## config.mk

```make
export PLATFORM = sky130hd
export DESIGN_NAME = rom_port_arb
export DESIGN_NICKNAME = d
export VERILOG_FILES = /design/src/rtl/rom_port_arb.sv
export SDC_FILE = /design/constraint.sdc
export NUM_CORES = 1
export LEC_CHECK = 0
export ABC_CLOCK_PERIOD_IN_PS = 2200
export BUFFER_PORTS_ARGS = -buffer_cell sky130_fd_sc_hd__buf_2
export CAP_MARGIN = 20
export CORE_UTILIZATION = 26
export CTS_BUF_LIST = sky130_fd_sc_hd__clkbuf_4
export DETAILED_ROUTE_END_ITERATION = 8
export SLEW_MARGIN = 0
export SYNTH_ARGS = -nofsm -noshare
export SYNTH_HDL_FRONTEND = slang
export SYNTH_SLANG_ARGS = --single-unit
```

## constraint.sdc

```tcl
create_clock -name MCLK -period 2.2 [get_ports MCLK]
set_input_delay 0.55 -clock MCLK [delete_from_list [all_inputs] [get_ports MCLK]]
set_output_delay 0.55 -clock MCLK [all_outputs]
set_load 0.05 [all_outputs]
```

## src/rtl/rom_port_arb.sv

```systemverilog
// ROM port arbiter: shares one single-port ROM RAM between CPU reads, video reads and the ROM download.
// Optional download checksum accumulator is enabled by defining ROM_PORT_ARB_CKSUM_EN.
module rom_port_arb #(
    parameter int              AW       = 17,
    parameter logic [AW-1:0]   VID_BASE = AW'(17'h10000),
    parameter int              HOLD     = 16
) (
    input  logic          MCLK,
    input  logic          RESET,
    input  logic          DL_ACT,
    input  logic          DL_WR,
    input  logic [AW-1:0] DL_AD,
    input  logic [7:0]    DL_DT,
    input  logic          CPU_REQ,
    input  logic [15:0]   CPU_AD,
    output logic          CPU_ACK,
    output logic [7:0]    CPU_DT,
    input  logic          VID_REQ,
    input  logic [15:0]   VID_AD,
    output logic          VID_ACK,
    output logic [7:0]    VID_DT,
    output logic [AW-1:0] MEM_AD,
    output logic          MEM_WE,
    output logic [7:0]    MEM_DI,
    input  logic [7:0]    MEM_DO,
    output logic          CORE_RST,
    output logic [15:0]   CKSUM
);

    // state   | meaning
    // IDLE    | no access in flight; may grant one read
    // GNT_CPU | CPU address on MEM_AD, data returns next cycle
    // GNT_VID | video address on MEM_AD, data returns next cycle
    // LOAD    | download owns the RAM write port
    // POST    | core held in reset while hold counter runs down
    typedef enum logic [2:0] {IDLE, GNT_CPU, GNT_VID, LOAD, POST} state_t;

    localparam logic [7:0] HOLD_CNT = 8'(HOLD);

    state_t        state_q;
    logic [7:0]    hold_q;
    logic          cpu_ack_q;
    logic          vid_ack_q;
    logic          last_vid_q;
    logic [AW-1:0] rd_ad_q;
    logic [7:0]    cpu_dt_q;
    logic [7:0]    vid_dt_q;

    logic          cpu_pend_d;
    logic          vid_pend_d;
    logic          pick_vid_d;

    // A requester still sees its REQ high during its ACK cycle; that is not a new request.
    assign cpu_pend_d = CPU_REQ && !cpu_ack_q;
    assign vid_pend_d = VID_REQ && !vid_ack_q;
    assign pick_vid_d = vid_pend_d && (!cpu_pend_d || !last_vid_q);

    always_ff @(posedge MCLK) begin
        if (RESET) begin
            state_q    <= POST;
            hold_q     <= HOLD_CNT;
            cpu_ack_q  <= 1'b0;
            vid_ack_q  <= 1'b0;
            last_vid_q <= 1'b1;
            rd_ad_q    <= '0;
            cpu_dt_q   <= 8'h00;
            vid_dt_q   <= 8'h00;
        end else begin
            // An issued grant always completes, even when the download takes over.
            cpu_ack_q <= (state_q == GNT_CPU);
            vid_ack_q <= (state_q == GNT_VID);
            if (cpu_ack_q) cpu_dt_q <= MEM_DO;
            if (vid_ack_q) vid_dt_q <= MEM_DO;

            if (DL_ACT) begin
                if (state_q == POST) hold_q <= HOLD_CNT;
                state_q <= LOAD;
            end else begin
                case (state_q)
                    IDLE: begin
                        if (cpu_pend_d || vid_pend_d) begin
                            state_q    <= pick_vid_d ? GNT_VID : GNT_CPU;
                            last_vid_q <= pick_vid_d;
                            rd_ad_q    <= pick_vid_d ? VID_BASE + AW'(VID_AD) : AW'(CPU_AD);
                        end
                    end
                    GNT_CPU, GNT_VID: state_q <= IDLE;
                    LOAD: begin
                        state_q <= POST;
                        hold_q  <= HOLD_CNT;
                    end
                    POST: begin
                        if (hold_q <= 8'd1) begin
                            state_q <= IDLE;
                            hold_q  <= 8'd0;
                        end else begin
                            hold_q <= hold_q - 8'd1;
                        end
                    end
                    default: state_q <= POST;
                endcase
            end
        end
    end

    assign MEM_WE   = !RESET && (state_q == LOAD) && DL_ACT && DL_WR;
    assign MEM_AD   = RESET ? '0 : ((state_q == LOAD) ? DL_AD : rd_ad_q);
    assign MEM_DI   = (RESET || state_q != LOAD) ? 8'h00 : DL_DT;
    assign CPU_ACK  = cpu_ack_q && !RESET;
    assign VID_ACK  = vid_ack_q && !RESET;
    assign CPU_DT   = RESET ? 8'h00 : (cpu_ack_q ? MEM_DO : cpu_dt_q);
    assign VID_DT   = RESET ? 8'h00 : (vid_ack_q ? MEM_DO : vid_dt_q);
    assign CORE_RST = RESET || (state_q == LOAD) || (state_q == POST);

`ifdef ROM_PORT_ARB_CKSUM_EN
    logic [15:0] cksum_q;

    always_ff @(posedge MCLK) begin
        if (RESET) begin
            cksum_q <= 16'h0000;
        end else if (DL_ACT && state_q != LOAD) begin
            cksum_q <= 16'h0000;
        end else if (MEM_WE) begin
            cksum_q <= cksum_q + {8'h00, DL_DT};
        end
    end

    assign CKSUM = RESET ? 16'h0000 : cksum_q;
`else
    assign CKSUM = 16'h0000;
`endif

endmodule

```

==> metrics.txt, run 1 <==
status=finished with violations; failing checks=design-rule violations; worst hold endpoint=rd_ad_q[5]; CP endpoint kind=output pin; hold buffers post-CTS=0; Net count, final=470; WHS=441.3 ps; Hold Startpoint=CPU_AD[5]; Fin. Hold Viols=0; initial antenna violation count=0; Worst Skew=11.49 ps; hold depth=3; Synth Instances=277; Iteration-0 DRC Markers=137; Die H=98.02 um; Metal-1 WL=2950 um; Routed WL=6978 um; TritonCTS Sinks=47; mapped cell area=2397 sq um; fraction of layout cells with a size suffix above 1=44.08%; Vias=2407; RePlAce Congestion=0.8103; Ys Warns=0; EDFF count, synth=0; sequential share of the synthesized area=39.25%; die area=9608 sq um; Antenna Cells=0; Pre-antenna DRT Iters=6; MaxCap Viol Count=0; Initial Utilization=27.22%; biggest area consumer among synthesized cells=dfxtp_1; wire length on met3=327 um; worst hold path class=in -> reg; Setup violations, final=0; I/O pin total=132; hpwl dp=4871 um; Yosys top cell area share=39.25%; r2r endpoint=hold_q[1]; number of H-tree levels=2; Synth Flop Type=dfxtp_1; CP Class=reg -> out; FF-to-FF setup slack=300 ps; first-pass GRT wire length=10340 um; FF+latch count, synth=47; largest net degree at the start of global routing=36; crit-path max FO=7; fmax=466.0 MHz; Rows=34; maximum vdd drop=242.2 uV; PnR worst setup slack=53.85 ps; Syn Area/Cell=8.655 sq um; global-route usage over all layers=13.30%; vias in the first global route=2161; final period demand of the worst path=2146 ps; TritonCTS buffer count=5; core area=8806 sq um; top routing layer used=met4; design area=3502 sq um; met2 wire length=3557 um; Die W=98.02 um; clock-pin slew on the worst setup and hold paths=140 ps; wire per inst=13.82 um; Final Cycle Share=97.55%; final core occ=39.77%; Clock Root Buffer=clkbuf_4; crit path DAT=1600 ps; FF-to-FF Start=hold_q[3]; data required time of the worst path=1650 ps; Synth async-reset ratio=0%; ANT nets after route=0; PwrDens=589.1 nW/um^2; # port buffers=115; RSZ-0062 raised after global routing=yes; R2R depth=4; CTS tree=done; Area after DPL=3162 sq um; Via density=4.766; Overflow after GRT=0; Clock Path Buffers=2; Pins Over Slew Limit=0; Distinct cells, synth=40; worst-skew pair later-pin latency=350 ps; CP startpoint kind=flip-flop; synth-to-layout area growth=46.09%; top cells by area, synth=dfxtp_1 (39%), nor2_1 (6.9%), mux2i_1 (6.7%); DRC=10; Setup WS pre-CTS=110.8 ps; Leak Pwr=1.552 nW
==> state kept, by name, summed over array words and instances, names as in the netlist <==
name and cells:
vid_ack_q 1, cpu_ack_q 1, cpu_dt_q 8, rd_ad_q 17
hold_q 8, state_q 3, vid_dt_q 8, last_vid_q 1
==> synthesized netlist by cell type, types with 2 or more instances <==
cell type	number
nand3_1	17
ha_1	2
clkbuf_1	13
o2111ai_1	2
nor3_1	3
and2_1	8
nor2b_1	4
o41a_1	2
inv_1	3
xnor2_1	2
buf_2	4
a22o_1	17
nor2_1	44
xor2_1	3
a311oi_1	16
nand2b_1	4
dfxtp_1	47
nand2_1	20
mux2i_1	16
nand3b_1	2
nor4b_1	3
o21ai_0	3
a21oi_1	6
or3_1	3
buf_4	18
==> layer usage <==
metal	up-vias	global-route usage, %
li1	1194	-
met3	10	2.219
met1	1120	15.88
met4	0	5.128
met5	-	0
met2	83	23.73
==> report_power, final <==
part / switching, mW / total [mW] / internal [mW]
clock: 0.269 / 0.516 / 0.247
sequential: 0.0539 / 0.960 / 0.906
combinational: 0.353 / 0.588 / 0.235
==> final cells by class <==
class | count | area (sq um)
clock inverter | 1 | 30.03
timing repair buffer | 133 | 955.9
clock buffer | 6 | 45.04
multi-input combinational | 207 | 1373
inverter | 3 | 11.26
sequential | 47 | 952.2
tap | 108 | 135.1
fill | 867 | 5304
==> cells by family after synthesis <==
kind of cell / count (synthesis) / synth area share (%)
mux: 16 / 6.680
fa+ha+maj: 2 / 1.044
flops: 47 / 39.25
xor+xnor: 5 / 1.827
buf+inv: 38 / 8.977
other cells: 1 / 0.1564
simple gates: 115 / 23.69
compound gates: 53 / 18.37
==> critical path, stage by stage (launching register included) <==
cell       delay, ps
dfxtp_4          390
nand2_4           60
nor3_4           200
buf_6            140
clkbuf_16        140
a22o_1           150
buf_6            160
==> through the flow <==
stage / std cells / TNS, ps / power [mW]
after floorplan: 292 / -219.5 / 1.379
after global placement: 492 / 0 / 1.524
after detailed placement: 492 / 0 / 1.532
after CTS: 499 / 0 / 2.072
after global routing: 505 / -205.1 / 2.182
final: 505 / 0 / 2.063
==> worst max-delay path by stage <==
stage                from        end  slack, ps  cells past startpoint
3_5_place_dp        RESET     MEM_WE        110                      5
5_1_grt        state_q[0]  MEM_AD[0]        -30                      6
3_3_place_gp        RESET     MEM_WE        120                      5
4_1_cts        state_q[0]     MEM_WE          9                      5
2_1_floorplan       RESET    CPU_ACK        -20                      3
6_report       state_q[0]  MEM_AD[0]         50                      6
==> placed cells by master, fill, tap and decap left out, types with 3 or more instances in the layout <==
| cell | instances |
|---|---|
| nor4b_1 | 3 |
| inv_1 | 3 |
| a21oi_1 | 6 |
| a22o_2 | 8 |
| nor2_1 | 42 |
| a311oi_1 | 16 |
| and2_2 | 8 |
| nand2_1 | 19 |
| a22o_4 | 3 |
| buf_12 | 4 |
| nand2b_1 | 4 |
| clkbuf_4 | 6 |
| nor2b_1 | 4 |
| or3_1 | 3 |
| buf_4 | 10 |
| o21ai_0 | 3 |
| mux2i_1 | 16 |
| dfxtp_2 | 3 |
| buf_6 | 28 |
| buf_2 | 89 |
| a22o_1 | 6 |
| nand3_1 | 17 |
| xor2_1 | 3 |
| conb_1 | 16 |
| dfxtp_1 | 42 |
==> repair_timing <==
action	in CTS	in global routing
setup endpoints to repair	42	26
gates cloned	0	2
setup buffers	0	4
pin swaps	0	6
gates resized for setup	32	34
Power figures use the tool's default switching activity.
==> run 2, diff against run 1 <==
REMOVE_ABC_BUFFERS = 1   (was not set)
==> metrics.txt, run 2 (synthesis results as in run 1) <==
status=finished with violations; failing checks=design-rule violations; Initial Utilization=27.22% (unchanged); die area=9608 sq um (unchanged); Die H=98.02 um (unchanged); Fin. Hold Viols=0 (unchanged); Largest register FFs=17 (unchanged); vias in the first global route=2239 (+3.6%); Pins Over Slew Limit=0 (unchanged); first-pass GRT wire length=10190 um (-1.4%); PwrDens=565.3 nW/um^2 (-4.0%); data required time of the worst path=1650 ps (about the same); CP cell instances=nand2_4, nor3_4, buf_6, clkbuf_16, a22o_1, buf_6; Routed WL=6973 um (about the same); largest net degree at the start of global routing=36 (unchanged); clock-pin slew on the worst setup and hold paths=150 ps (about the same); Pre-antenna DRT Iters=6 (unchanged); wire per inst=13.75 um (-0.47%); CTS tree=done; hold buffers post-CTS=0 (unchanged); TritonCTS buffer count=5 (unchanged); Worst path most repeated cell=buf_6; ANT nets after route=0 (unchanged); Iteration-0 DRC Markers=81 (-41%); hpwl dp=4819 um (-1.1%); Vias=2388 (-0.79%); Net count, final=470 (unchanged); MaxCap Viol Count=0 (unchanged); Biggest register=rd_ad_q; DRC=36 (+26); global-route usage over all layers=13.09% (-0.21 points); register area=952.2 sq um (unchanged); RePlAce Congestion=0.7269 (-10%); CP startpoint kind=flip-flop; Worst Skew=12.44 ps (+0.9508 ps); CP endpoint kind=output pin; multi-input logic area=1343 sq um (-2.2%); core area=8806 sq um (unchanged); Worst Path Buf+Inv=3 (unchanged); TritonCTS Sinks=47 (unchanged); slowest CP cell=dfxtp_4; Die W=98.02 um (unchanged); most frequent cells in the layout=buf_2 (88), nor2_1 (42), dfxtp_1 (42), buf_6 (30), nand2_1 (19); Rows=34 (unchanged); Clock Path Buffers=2 (unchanged); crit-path max FO=7 (unchanged); Leak Pwr=1.505 nW (-3.0%); number of H-tree levels=2 (unchanged); commonest non-fill, non-tap cell in the layout=buf_2; Setup violations, final=0 (unchanged); I/O pin total=132 (unchanged); worst hold path class=in -> reg; RSZ-0062 raised after global routing=yes; fmax=457.6 MHz (-1.8%); Clock Root Buffer=clkbuf_4; CP Class=reg -> out; Final Cycle Share=99.34% (+1.8 points); initial antenna violation count=2 (+2); final core occ=39.09% (-0.68 points); # port buffers=115 (unchanged); WHS=432.4 ps (-8.884 ps); maximum vdd drop=208.1 uV (-14%); total negative setup slack=0 ps (unchanged); FILL cells=930 (+7.3%); delay-heaviest family, CP=buffers and inverters; final period demand of the worst path=2185 ps (+39.25 ps); Overflow after GRT=0 (unchanged); max incr delay on CP=400 ps (about the same); synth-to-layout area growth=43.58%; fraction of layout cells with a size suffix above 1=39.45% (-4.6 points); Via density=4.710 (-1.2%); crit path DAT=1640 ps (+40 ps); worst-skew pair later-pin latency=360 ps (about the same)
-- run 2: final cells by class --
cell class,count,area share [%]
clock inverter,3,0.5816
clock buffer,5,1.091
timing repair buffer,133,27.34
multi-input combinational,207,39.00
antenna,1,0.07270
inverter,3,0.3272
sequential,47,27.66
tap,108,3.926
-- run 2: path summary, 6_finish.rpt --
check,endpoint,slack [ps],cells past startpoint,startpoint
worst max-delay path,MEM_AD[7],10,6,state_q[0]
worst min-delay path,rd_ad_q[4],430,3,CPU_AD[4]
worst max register to register,hold_q[1],320,4,hold_q[3]
worst min register to register,rd_ad_q[16],500,2,rd_ad_q[16]
-- run 2: tightest hold or removal path, cell delays in order --
cell      delay, ps
buf_2           100
nand2_1          50
a311oi_1         70
-- run 2: routing by layer --
metal	routed length [um]	global-route usage (%)	vias up
li1	-	-	1196
met1	2808	15.17	1082
met2	3491	23.51	104
met3	644	4.510	4
met4	14	2.098	2
met5	13	0	-
-- run 2: timing repair --
action	4_1_cts	5_1_grt
resized for setup	24	59
pin swaps	0	11
endpoints found under the setup margin	43	27
setup buffers	1	3
cloned	0	3
-- run 2: power breakdown --
part / internal [mW] / total [mW] / switching, mW
clock: 0.123 / 0.410 / 0.287
sequential: 0.906 / 0.958 / 0.0522
combinational: 0.228 / 0.578 / 0.351
-- run 2: stage by stage --
| step | power [mW] | instances | setup slack, ps | area [sq um] |
|---|---|---|---|---|
| global route | 2.063 | 506 | -72.76 | 3440 |
| CTS | 1.945 | 500 | 13.61 | 3193 |
| floorplan | 1.326 | 257 | -736.6 | 2250 |
| detailed placement | 1.511 | 491 | 122.5 | 3073 |
| global placement | 1.504 | 491 | 134.1 | 3073 |
| finish | 1.946 | 507 | 14.60 | 3442 |
